## src/rtl/motor_pkg.sv

```systemverilog
//------------------------------------------------------------------
// motor_pkg : shared opcodes, direction codes and steer time unit
// Rev 1.0
//------------------------------------------------------------------
`default_nettype none

package motor_pkg;

  typedef enum logic [1:0] {
    OP_KEEPALIVE = 2'b00,
    OP_DRIVE     = 2'b01,
    OP_STEER     = 2'b10,
    OP_STOP      = 2'b11
  } opcode_e;

  typedef enum logic {
    ST_IDLE       = 1'b0,
    ST_STEER_BUSY = 1'b1
  } seq_state_e;

  localparam logic [1:0] DIR_COAST    = 2'b00;
  localparam logic [1:0] DIR_FORWARD  = 2'b10;
  localparam logic [1:0] DIR_BACKWARD = 2'b01;
  localparam logic [1:0] STEER_LEFT   = 2'b10;
  localparam logic [1:0] STEER_RIGHT  = 2'b01;

  // One steer_time unit is 2**STEER_UNIT_LOG2 = 128 clk cycles.
  localparam int STEER_UNIT_LOG2 = 7;
  localparam int STEER_TIME_W    = 21;

endpackage

`default_nettype wire

```

## src/rtl/duty_ramp.sv

```systemverilog
//------------------------------------------------------------------
// duty_ramp : slew-limited duty with direction reversal through zero
// Rev 1.0
//------------------------------------------------------------------
`default_nettype none

module duty_ramp
  import motor_pkg::*;
#(
  parameter int RAMP_STEP = 8
) (
  input  logic       clk,
  input  logic       rst_n,
  input  logic       tick,
  input  logic       clear,
  input  logic [7:0] target,
  input  logic [1:0] req_dir,
  output logic [7:0] duty,
  output logic [1:0] dir,
  output logic       at_target
);

  localparam logic [7:0] STEP = 8'(RAMP_STEP);

  logic [7:0] duty_q, duty_d;
  logic [1:0] dir_q, dir_d;
  logic [7:0] goal, gap, delta;

  always_comb begin
    duty_d = duty_q;
    dir_d  = dir_q;
    goal   = target;
    gap    = '0;
    delta  = '0;
    if (clear) begin
      duty_d = '0;
      dir_d  = DIR_COAST;
    end else if (tick) begin
      // A pending reversal first drains duty; the flip happens on the zero tick.
      if ((dir_q != req_dir) && (duty_q != 8'd0)) goal = 8'd0;
      else                                        dir_d = req_dir;
      gap    = (goal > duty_q) ? (goal - duty_q) : (duty_q - goal);
      delta  = (gap > STEP) ? STEP : gap;
      duty_d = (goal > duty_q) ? (duty_q + delta) : (duty_q - delta);
    end
  end

  always_ff @(posedge clk or negedge rst_n) begin
    if (!rst_n) begin
      duty_q <= '0;
      dir_q  <= DIR_COAST;
    end else begin
      duty_q <= duty_d;
      dir_q  <= dir_d;
    end
  end

  assign duty      = duty_q;
  assign dir       = dir_q;
  assign at_target = (duty_q == target) && (dir_q == req_dir);

endmodule

`default_nettype wire

```

## src/rtl/motor_cmd_sequencer.sv

```systemverilog
//------------------------------------------------------------------
// motor_cmd_sequencer : command decode, steer pulse, ramped drive, watchdog
// Rev 1.0
//------------------------------------------------------------------
`default_nettype none

module motor_cmd_sequencer
  import motor_pkg::*;
#(
  parameter int RAMP_DIV   = 100000,
  parameter int RAMP_STEP  = 8,
  parameter int WDT_CYCLES = 50000000
) (
  input  logic        clk,
  input  logic        rst_n,
  input  logic        cmd_valid,
  input  logic [31:0] cmd_data,
  output logic        cmd_ready,
  input  logic        estop,
  output logic        steer_stby,
  output logic        drive_stby,
  output logic [1:0]  steer_dir,
  output logic [7:0]  steer_duty,
  output logic [20:0] steer_time,
  output logic        steer_trigger,
  output logic [1:0]  drive_dir_a,
  output logic [1:0]  drive_dir_b,
  output logic [7:0]  drive_duty_a,
  output logic [7:0]  drive_duty_b,
  output logic        steer_busy,
  output logic        ramping,
  output logic        wdt_expired
);

  localparam int BUSY_W = STEER_TIME_W + STEER_UNIT_LOG2;

  seq_state_e               state_q, state_d;
  logic                     run_q;
  logic [BUSY_W-1:0]        busy_cnt_q, busy_cnt_d;
  logic [31:0]              tick_cnt_q, tick_cnt_d;
  logic [31:0]              wdt_cnt_q, wdt_cnt_d;
  logic                     wdt_expired_q, wdt_expired_d;
  logic [7:0]               tgt_a_q, tgt_a_d, tgt_b_q, tgt_b_d;
  logic [1:0]               req_dir_a_q, req_dir_a_d, req_dir_b_q, req_dir_b_d;
  logic                     drive_stby_q, drive_stby_d, steer_stby_q, steer_stby_d;
  logic [1:0]               steer_dir_q, steer_dir_d;
  logic [7:0]               steer_duty_q, steer_duty_d;
  logic [STEER_TIME_W-1:0]  steer_time_q, steer_time_d;
  logic                     steer_trigger_q, steer_trigger_d;

  opcode_e op;
  logic    tick, accept, stop_cmd, stop_now, wdt_trip;
  logic    at_a, at_b;

  assign op        = opcode_e'(cmd_data[31:30]);
  assign tick      = (tick_cnt_q == 32'(RAMP_DIV - 1));
  assign cmd_ready = run_q && (state_q == ST_IDLE) && !estop;
  assign accept    = cmd_valid && cmd_ready;
  // STOP is also taken while busy so the host can abort a steering pulse.
  assign stop_cmd  = cmd_valid && run_q && !estop && (op == OP_STOP);
  assign stop_now  = estop || stop_cmd;
  assign wdt_trip  = !accept && !stop_cmd && (wdt_cnt_q == 32'(WDT_CYCLES - 1));

  always_comb begin
    state_d         = state_q;
    busy_cnt_d      = busy_cnt_q;
    tick_cnt_d      = tick ? 32'd0 : tick_cnt_q + 32'd1;
    wdt_cnt_d       = wdt_cnt_q;
    wdt_expired_d   = wdt_expired_q;
    tgt_a_d         = tgt_a_q;
    tgt_b_d         = tgt_b_q;
    req_dir_a_d     = req_dir_a_q;
    req_dir_b_d     = req_dir_b_q;
    drive_stby_d    = drive_stby_q;
    steer_stby_d    = steer_stby_q;
    steer_dir_d     = steer_dir_q;
    steer_duty_d    = steer_duty_q;
    steer_time_d    = steer_time_q;
    steer_trigger_d = 1'b0;

    if (accept || stop_cmd)              wdt_cnt_d = '0;
    else if (wdt_cnt_q != 32'(WDT_CYCLES)) wdt_cnt_d = wdt_cnt_q + 32'd1;

    if (wdt_trip) begin
      wdt_expired_d = 1'b1;
      tgt_a_d       = '0;
      tgt_b_d       = '0;
    end

    if (state_q == ST_STEER_BUSY) begin
      if (busy_cnt_q >= {steer_time_q, {STEER_UNIT_LOG2{1'b0}}}) state_d = ST_IDLE;
      else                                                        busy_cnt_d = busy_cnt_q + 1'b1;
    end

    if (accept) begin
      case (op)
        OP_KEEPALIVE: wdt_expired_d = 1'b0;
        OP_DRIVE: begin
          req_dir_a_d   = cmd_data[29:28];
          req_dir_b_d   = cmd_data[27:26];
          tgt_a_d       = cmd_data[15:8];
          tgt_b_d       = cmd_data[7:0];
          drive_stby_d  = 1'b1;
          wdt_expired_d = 1'b0;
        end
        OP_STEER: begin
          steer_dir_d     = cmd_data[29:28];
          steer_duty_d    = cmd_data[27:20];
          steer_time_d    = {1'b0, cmd_data[19:0]};
          steer_stby_d    = 1'b1;
          steer_trigger_d = 1'b1;
          wdt_expired_d   = 1'b0;
          busy_cnt_d      = {{(BUSY_W-1){1'b0}}, 1'b1};
          state_d         = (cmd_data[19:0] == 20'd0) ? ST_IDLE : ST_STEER_BUSY;
        end
        OP_STOP: ;
        default: ;
      endcase
    end

    if (stop_now) begin
      tgt_a_d         = '0;
      tgt_b_d         = '0;
      req_dir_a_d     = DIR_COAST;
      req_dir_b_d     = DIR_COAST;
      drive_stby_d    = 1'b0;
      steer_stby_d    = 1'b0;
      steer_dir_d     = DIR_COAST;
      steer_trigger_d = 1'b0;
      state_d         = ST_IDLE;
    end
  end

  always_ff @(posedge clk or negedge rst_n) begin
    if (!rst_n) begin
      state_q         <= ST_IDLE;
      run_q           <= 1'b0;
      busy_cnt_q      <= '0;
      tick_cnt_q      <= '0;
      wdt_cnt_q       <= '0;
      wdt_expired_q   <= 1'b0;
      tgt_a_q         <= '0;
      tgt_b_q         <= '0;
      req_dir_a_q     <= DIR_COAST;
      req_dir_b_q     <= DIR_COAST;
      drive_stby_q    <= 1'b0;
      steer_stby_q    <= 1'b0;
      steer_dir_q     <= DIR_COAST;
      steer_duty_q    <= '0;
      steer_time_q    <= '0;
      steer_trigger_q <= 1'b0;
    end else begin
      state_q         <= state_d;
      run_q           <= 1'b1;
      busy_cnt_q      <= busy_cnt_d;
      tick_cnt_q      <= tick_cnt_d;
      wdt_cnt_q       <= wdt_cnt_d;
      wdt_expired_q   <= wdt_expired_d;
      tgt_a_q         <= tgt_a_d;
      tgt_b_q         <= tgt_b_d;
      req_dir_a_q     <= req_dir_a_d;
      req_dir_b_q     <= req_dir_b_d;
      drive_stby_q    <= drive_stby_d;
      steer_stby_q    <= steer_stby_d;
      steer_dir_q     <= steer_dir_d;
      steer_duty_q    <= steer_duty_d;
      steer_time_q    <= steer_time_d;
      steer_trigger_q <= steer_trigger_d;
    end
  end

  duty_ramp #(.RAMP_STEP(RAMP_STEP)) u_ramp_a (
    .clk(clk), .rst_n(rst_n), .tick(tick), .clear(stop_now),
    .target(tgt_a_q), .req_dir(req_dir_a_q),
    .duty(drive_duty_a), .dir(drive_dir_a), .at_target(at_a)
  );

  duty_ramp #(.RAMP_STEP(RAMP_STEP)) u_ramp_b (
    .clk(clk), .rst_n(rst_n), .tick(tick), .clear(stop_now),
    .target(tgt_b_q), .req_dir(req_dir_b_q),
    .duty(drive_duty_b), .dir(drive_dir_b), .at_target(at_b)
  );

  assign steer_busy    = (state_q == ST_STEER_BUSY);
  assign ramping       = !(at_a && at_b);
  assign wdt_expired   = wdt_expired_q;
  assign drive_stby    = drive_stby_q;
  assign steer_stby    = steer_stby_q;
  assign steer_dir     = steer_dir_q;
  assign steer_duty    = steer_duty_q;
  assign steer_time    = steer_time_q;
  assign steer_trigger = steer_trigger_q;

endmodule

`default_nettype wire

```

## config.mk

```make
export PLATFORM = sky130hd
export DESIGN_NAME = motor_cmd_sequencer
export DESIGN_NICKNAME = d
export VERILOG_FILES = /design/src/rtl/motor_pkg.sv /design/src/rtl/duty_ramp.sv /design/src/rtl/motor_cmd_sequencer.sv
export SDC_FILE = /design/constraint.sdc
export NUM_CORES = 1
export LEC_CHECK = 0
export CAP_MARGIN = 0
export CORE_ASPECT_RATIO = 0.75
export CORE_UTILIZATION = 30
export CTS_CLUSTER_SIZE = 10
export DETAILED_ROUTE_END_ITERATION = 16
export GPL_TIMING_DRIVEN = 0
export PLACE_DENSITY = 0.51
export SYNTH_ARGS = -nofsm -noshare
export SYNTH_HDL_FRONTEND = slang
export SYNTH_SLANG_ARGS = --single-unit
```

## constraint.sdc

```tcl
create_clock -name clk -period 10.15 [get_ports clk]
set_input_delay 2.5375 -clock clk [delete_from_list [all_inputs] [get_ports clk]]
set_output_delay 2.5375 -clock clk [all_outputs]
set_load 0.01 [all_outputs]
```

# After elaboration in Yosys (flattened, before gate mapping)
# Cells that the tools add are included.
# word_totals
regBits	168
output_inout_bits	58
# classes
n_addsub	11
n_lt_le_gt_ge	5
eq_ne	14
muxes	64
bitwise	1
reduce_logical	34
# ops
op	count
two-way mux 8 bit	24
two-way mux 28 bit	4
two-way mux 32 bit	3
adder 32 x 1 -> 32 bit, second input constant	2
subtractor 8 bit	6
equality test 32 x 17 -> 1 bit, second input constant	1
equality test 32 x 26 -> 1 bit, second input constant	1
!= test 32 x 26 -> 1 bit, second input constant	1
two-way mux 2 bit	15
adder 28 x 1 -> 28 bit, second input constant	1
greater-or-equal comparator 28 x 27 -> 1 bit	1
logical NOT 20 bit	1
two-way mux 1 bit	18
adder 8 bit	2
equality test 8 bit	2
greater-than comparator 8 x 4 -> 1 bit, second input constant	2
greater-than comparator 8 bit	2
nonzero test 8 bit	2
logical AND 1 bit	13
AND reduction 2 bit	5
nonzero test 2 bit	5
equality test 2 bit	2
equality test 2 bit, second input constant	2
logical NOT 1 bit	4
other kinds (7)	10

# Depth between registers and ports, before layout
# depth
word_depth	13
mapped_depth	30
ltp_nobuf	28

# By module
# A second synthesis with hierarchy kept.
# unflattened
hier_cells	1162
area_unflattened_um2	10667.7
# by_module_without_submodules
mod	instances	cells_each	area_each_um2
motor_cmd_sequencer	1	727	7245.7
duty_ramp at u_ramp_b	1	219	1714.1
duty_ramp at u_ramp_a	1	216	1707.9

# Worst setup path before layout
# No wires, ideal clock.
# synth_path
path_type	register to register
startpoint	register u_ramp_b.duty_q[3], in the netlist u_ramp_b.duty[3]
endpoint	register u_ramp_b.duty_q[7], in the netlist u_ramp_b.duty[7]
arrival_ns	5.785
required_ns	10.007
slack_ns	4.222
stages_incl_launch_ff	30
synth_period_minus_slack_ns	5.928
cell_sequence	dfrtp_1 > nor4_1 > nand2_1 > nand2_1 > nand2_1 > ha_1 > fa_1 > nand3b_1 > a21oi_1 > o21a_1 > buf_6 > buf_2 > mux2i_1 > o221ai_1 > xnor2_1 > nand2_1 > or3_1 > ha_1 > a22o_1 > inv_1 > ha_1 > nor2b_1 > o21ai_0 > a21boi_0 > o21ai_0 > a21o_1 > a2111oi_0 > o31a_1 > a2111oi_1 > o211ai_1
# synth_via
elab_chain_len	13
# synth_lines
element	line	source
start, declared	duty_ramp.sv:25	logic [7:0] duty_q, duty_d;
start signal, assigned	duty_ramp.sv:53	duty_q <= duty_d;
nonzero test 8 bit	duty_ramp.sv:40	if ((dir_q != req_dir) && (duty_q != 8'd0)) goal = 8'd0;
logical AND 1 bit	duty_ramp.sv:40	
two-way mux 8 bit	duty_ramp.sv:40	
two-way mux 8 bit	duty_ramp.sv:38	end else if (tick) begin
two-way mux 8 bit	duty_ramp.sv:35	if (clear) begin
subtractor 8 bit or greater-than comparator 8 bit (tied branches)	duty_ramp.sv:42, duty_ramp.sv:44	
two-way mux 8 bit	duty_ramp.sv:42	gap = (goal > duty_q) ? (goal - duty_q) : (duty_q - goal);
greater-than comparator 8 x 4 -> 1 bit	duty_ramp.sv:43	delta = (gap > STEP) ? STEP : gap;
two-way mux 8 bit	duty_ramp.sv:43	
subtractor 8 bit or adder 8 bit (tied branches)	duty_ramp.sv:44	duty_d = (goal > duty_q) ? (duty_q + delta) : (duty_q - delta);
two-way mux 8 bit (*)	duty_ramp.sv:44	
two-way mux 8 bit (*)	duty_ramp.sv:38	
two-way mux 8 bit (*)	duty_ramp.sv:35	
# Every way passes the cells marked *; elsewhere a longest branch is shown, timed or not. The select of a mux whose other input is x is not followed.
# A chain may end at the register's enable or synchronous reset.

# Worst setup path in the final report
# layout_path
startpoint	register u_ramp_b.duty_q[4], in the netlist u_ramp_b.duty[4]
endpoint	register u_ramp_b.duty_q[7], in the netlist u_ramp_b.duty[7]
# The elaborated chain is that of the path after synthesis.

==> metrics.yaml <==
status: "finished, final reports clean"
ys_seq_area_frac: 0.400
grt_antenna_before_repair: 0
syn_nets: 1288
crit_type: "register to register"
drv_cap: 0
cp_common_cell: "nand2_1"
htreeDepth: 4
grt_usage: 0.172
gr-total-overflow: 0
utilization: 0.372
cts.repair.resized: 0
peakVddDrop_v: 0.0000964
multi_input_area_mm2: 0.00582
final_common_cell: "dfrtp_1"
whs_ns: 0.472
worstPathArrival_ns: 7.32
io_buffers: 92
setup_ws_ns: 3.09
crit_buf_inv: 3
die_area_mm2: 0.0358
drive_gt1_frac: 0.0478
vias: 8675
grt_pass1_wl_um: 47400
io_pins: 94
rsz0062_at_grt: "no"
critical_path.top_delay_family: "compound AO/OA/AOI/OAI gates"
synth_area_mm2: 0.0105
end_kind: "register"
syn_inst: 1171
maxSlewViolCount: 0
p_per_area_mw_per_mm2: 146
synth-main-ff-cell: "dfrtp_1"
cts_inserted_buffers: 17
place_ws_ns: 3.14
r2r_setup_slack_ns: 3.09
layout.nets: 1401
period_share: 0.696
drt-total-wl_um: 29300
p_leak_nw: 5.68
vias_per_cell: 4.97
cts_hold_buf: 0
drt-initial-drc-count: 670
worst_clock_skew_ns: 0.0166
crit_required_ns: 10.41
hold_path_class: "register to register"
tritoncts: "done"
tightest_slew_ns: 1.37
synth_async_sr_flop_share: 1.00
num-fill-cells: 3480
synth_seq_cells: 168
dr.pass1.iters: 5
layout_min_cycle_time_ns: 7.06
fin_total_pwr_mw: 1.85
crit_fanout: 10
setup_violations: 0
grt_pass1_vias: 8418
critPathSlowestCell: "dfrtp_1"
syn_to_final_growth_pct: 20.1
yosysUniqueCellTypes: 67
drtAntennaViolNets: 0
setup_tns_ns: 0
clkTransAtPathRegs_ns: 0.08
hold_violations: 0
syn_area_per_cell_um2: 8.97
core_mm2: 0.0340
max_freq_mhz: 142
worst_path_largest_cell_delay_ns: 0.54
clk_latency_ns: 0.45
row_count: 58
post_cts_buffers: 0
drc: 0
ff_latch_area_mm2: 0.00420
diodes: 0
max-slew-margin-rel: 0.0783
dp_hpwl_um: 22600
root_buffer: "clkbuf_16"
gp_congestion: 0.871
mostFrequentLayoutCells: "dfrtp_1, nand2_1, nor2_1, clkdlybuf4s50_1, inv_1"
cts.sinks: 168
grt_max_degree: 105
ys_warn_count: 0
die_h_um: 164
die_w_um: 218
start_util: 0.309
critPathLaunchType: "register"
cts_buffer_depth: 2
wl_per_cell_um: 16.8
synth_edf_count: 0
## cell usage after synthesis (all sizes together), types with 25 or more instances
cell / n / area [µm²]
dfrtp: 168 / 4200
clkbuf: 29 / 109
o21ai: 61 / 305
nor3: 28 / 140
ha: 75 / 938
nor2: 104 / 390
nand2: 145 / 544
inv: 83 / 312
nor4: 31 / 213
a22o: 25 / 219
xor2: 50 / 438
a21oi: 51 / 255
nand3: 37 / 185
xnor2: 59 / 517
## sequential cells by signal (all words and copies together), names as in the netlist
name / cells
busy_cnt_q: 28
u_ramp_a.dir: 2
steer_busy: 1
tgt_b_q: 8
drive_stby: 1
tgt_a_q: 8
run_q: 1
u_ramp_b.duty: 8
req_dir_a_q: 2
u_ramp_a.duty: 8
tick_cnt_q: 32
wdt_expired: 1
u_ramp_b.dir: 2
req_dir_b_q: 2
steer_time: 20
steer_trigger: 1
steer_duty: 8
steer_dir: 2
steer_stby: 1
wdt_cnt_q: 32
## per-layer routing
layer,track usage,vias to the layer above,part of all wire
met2,0.262,161,0.44
li1,-,4295,-
met3,0.0381,31,0.041
met1,0.245,4188,0.50
met5,0,-,0
met4,0.0429,0,0.016
## final cells by class
class                      count  share of cell area
multi-input combinational    881               0.462
sequential                   168               0.333
timing repair buffer          94              0.0762
tap                          450              0.0446
clock buffer                  17              0.0337
inverter                      84              0.0250
buffer                        38              0.0135
clock inverter                15              0.0123
## through the flow
stage | cell area, µm² | instances
floorplan | 10500 | 1171
global placement | 12000 | 1713
detailed placement | 12000 | 1715
CTS | 12600 | 1747
global route | 12600 | 1747
finish | 12600 | 1747
## logic make-up (layout without fill, tap and decap cells)
| family | count (synthesis) | in the layout | synth area share |
|---|---|---|---|
| simple gates | 466 | 466 | 0.219 |
| compound gates | 209 | 209 | 0.129 |
| flops | 168 | 168 | 0.400 |
| buf+inv | 122 | 248 | 0.0462 |
| xor+xnor | 109 | 109 | 0.0909 |
| fa+ha+maj | 81 | 81 | 0.101 |
| mux | 14 | 14 | 0.0135 |
| other cells | 2 | 2 | 0.000715 |
## final timing paths
check / startpoint / end / depth (start not counted)
worst max-delay path: u_ramp_b.duty[4] / u_ramp_b.duty[7] / 29
min in group asynchronous: rst_n / busy_cnt_q[24] / 1
worst max register to register: u_ramp_b.duty[4] / u_ramp_b.duty[7] / 29
max in group asynchronous: rst_n / u_ramp_b.duty[7] / 2
worst min register to register: tick_cnt_q[31] / tick_cnt_q[31] / 1
worst min-delay path: tick_cnt_q[31] / tick_cnt_q[31] / 1
## where the power goes
| group | total, mW | internal (mW) | switching [mW] |
|---|---|---|---|
| Clock | 0.640 | 0.327 | 0.313 |
| Combinational | 0.420 | 0.192 | 0.228 |
| Sequential | 0.786 | 0.729 | 0.0579 |
(Power assumes the default switching activity.)
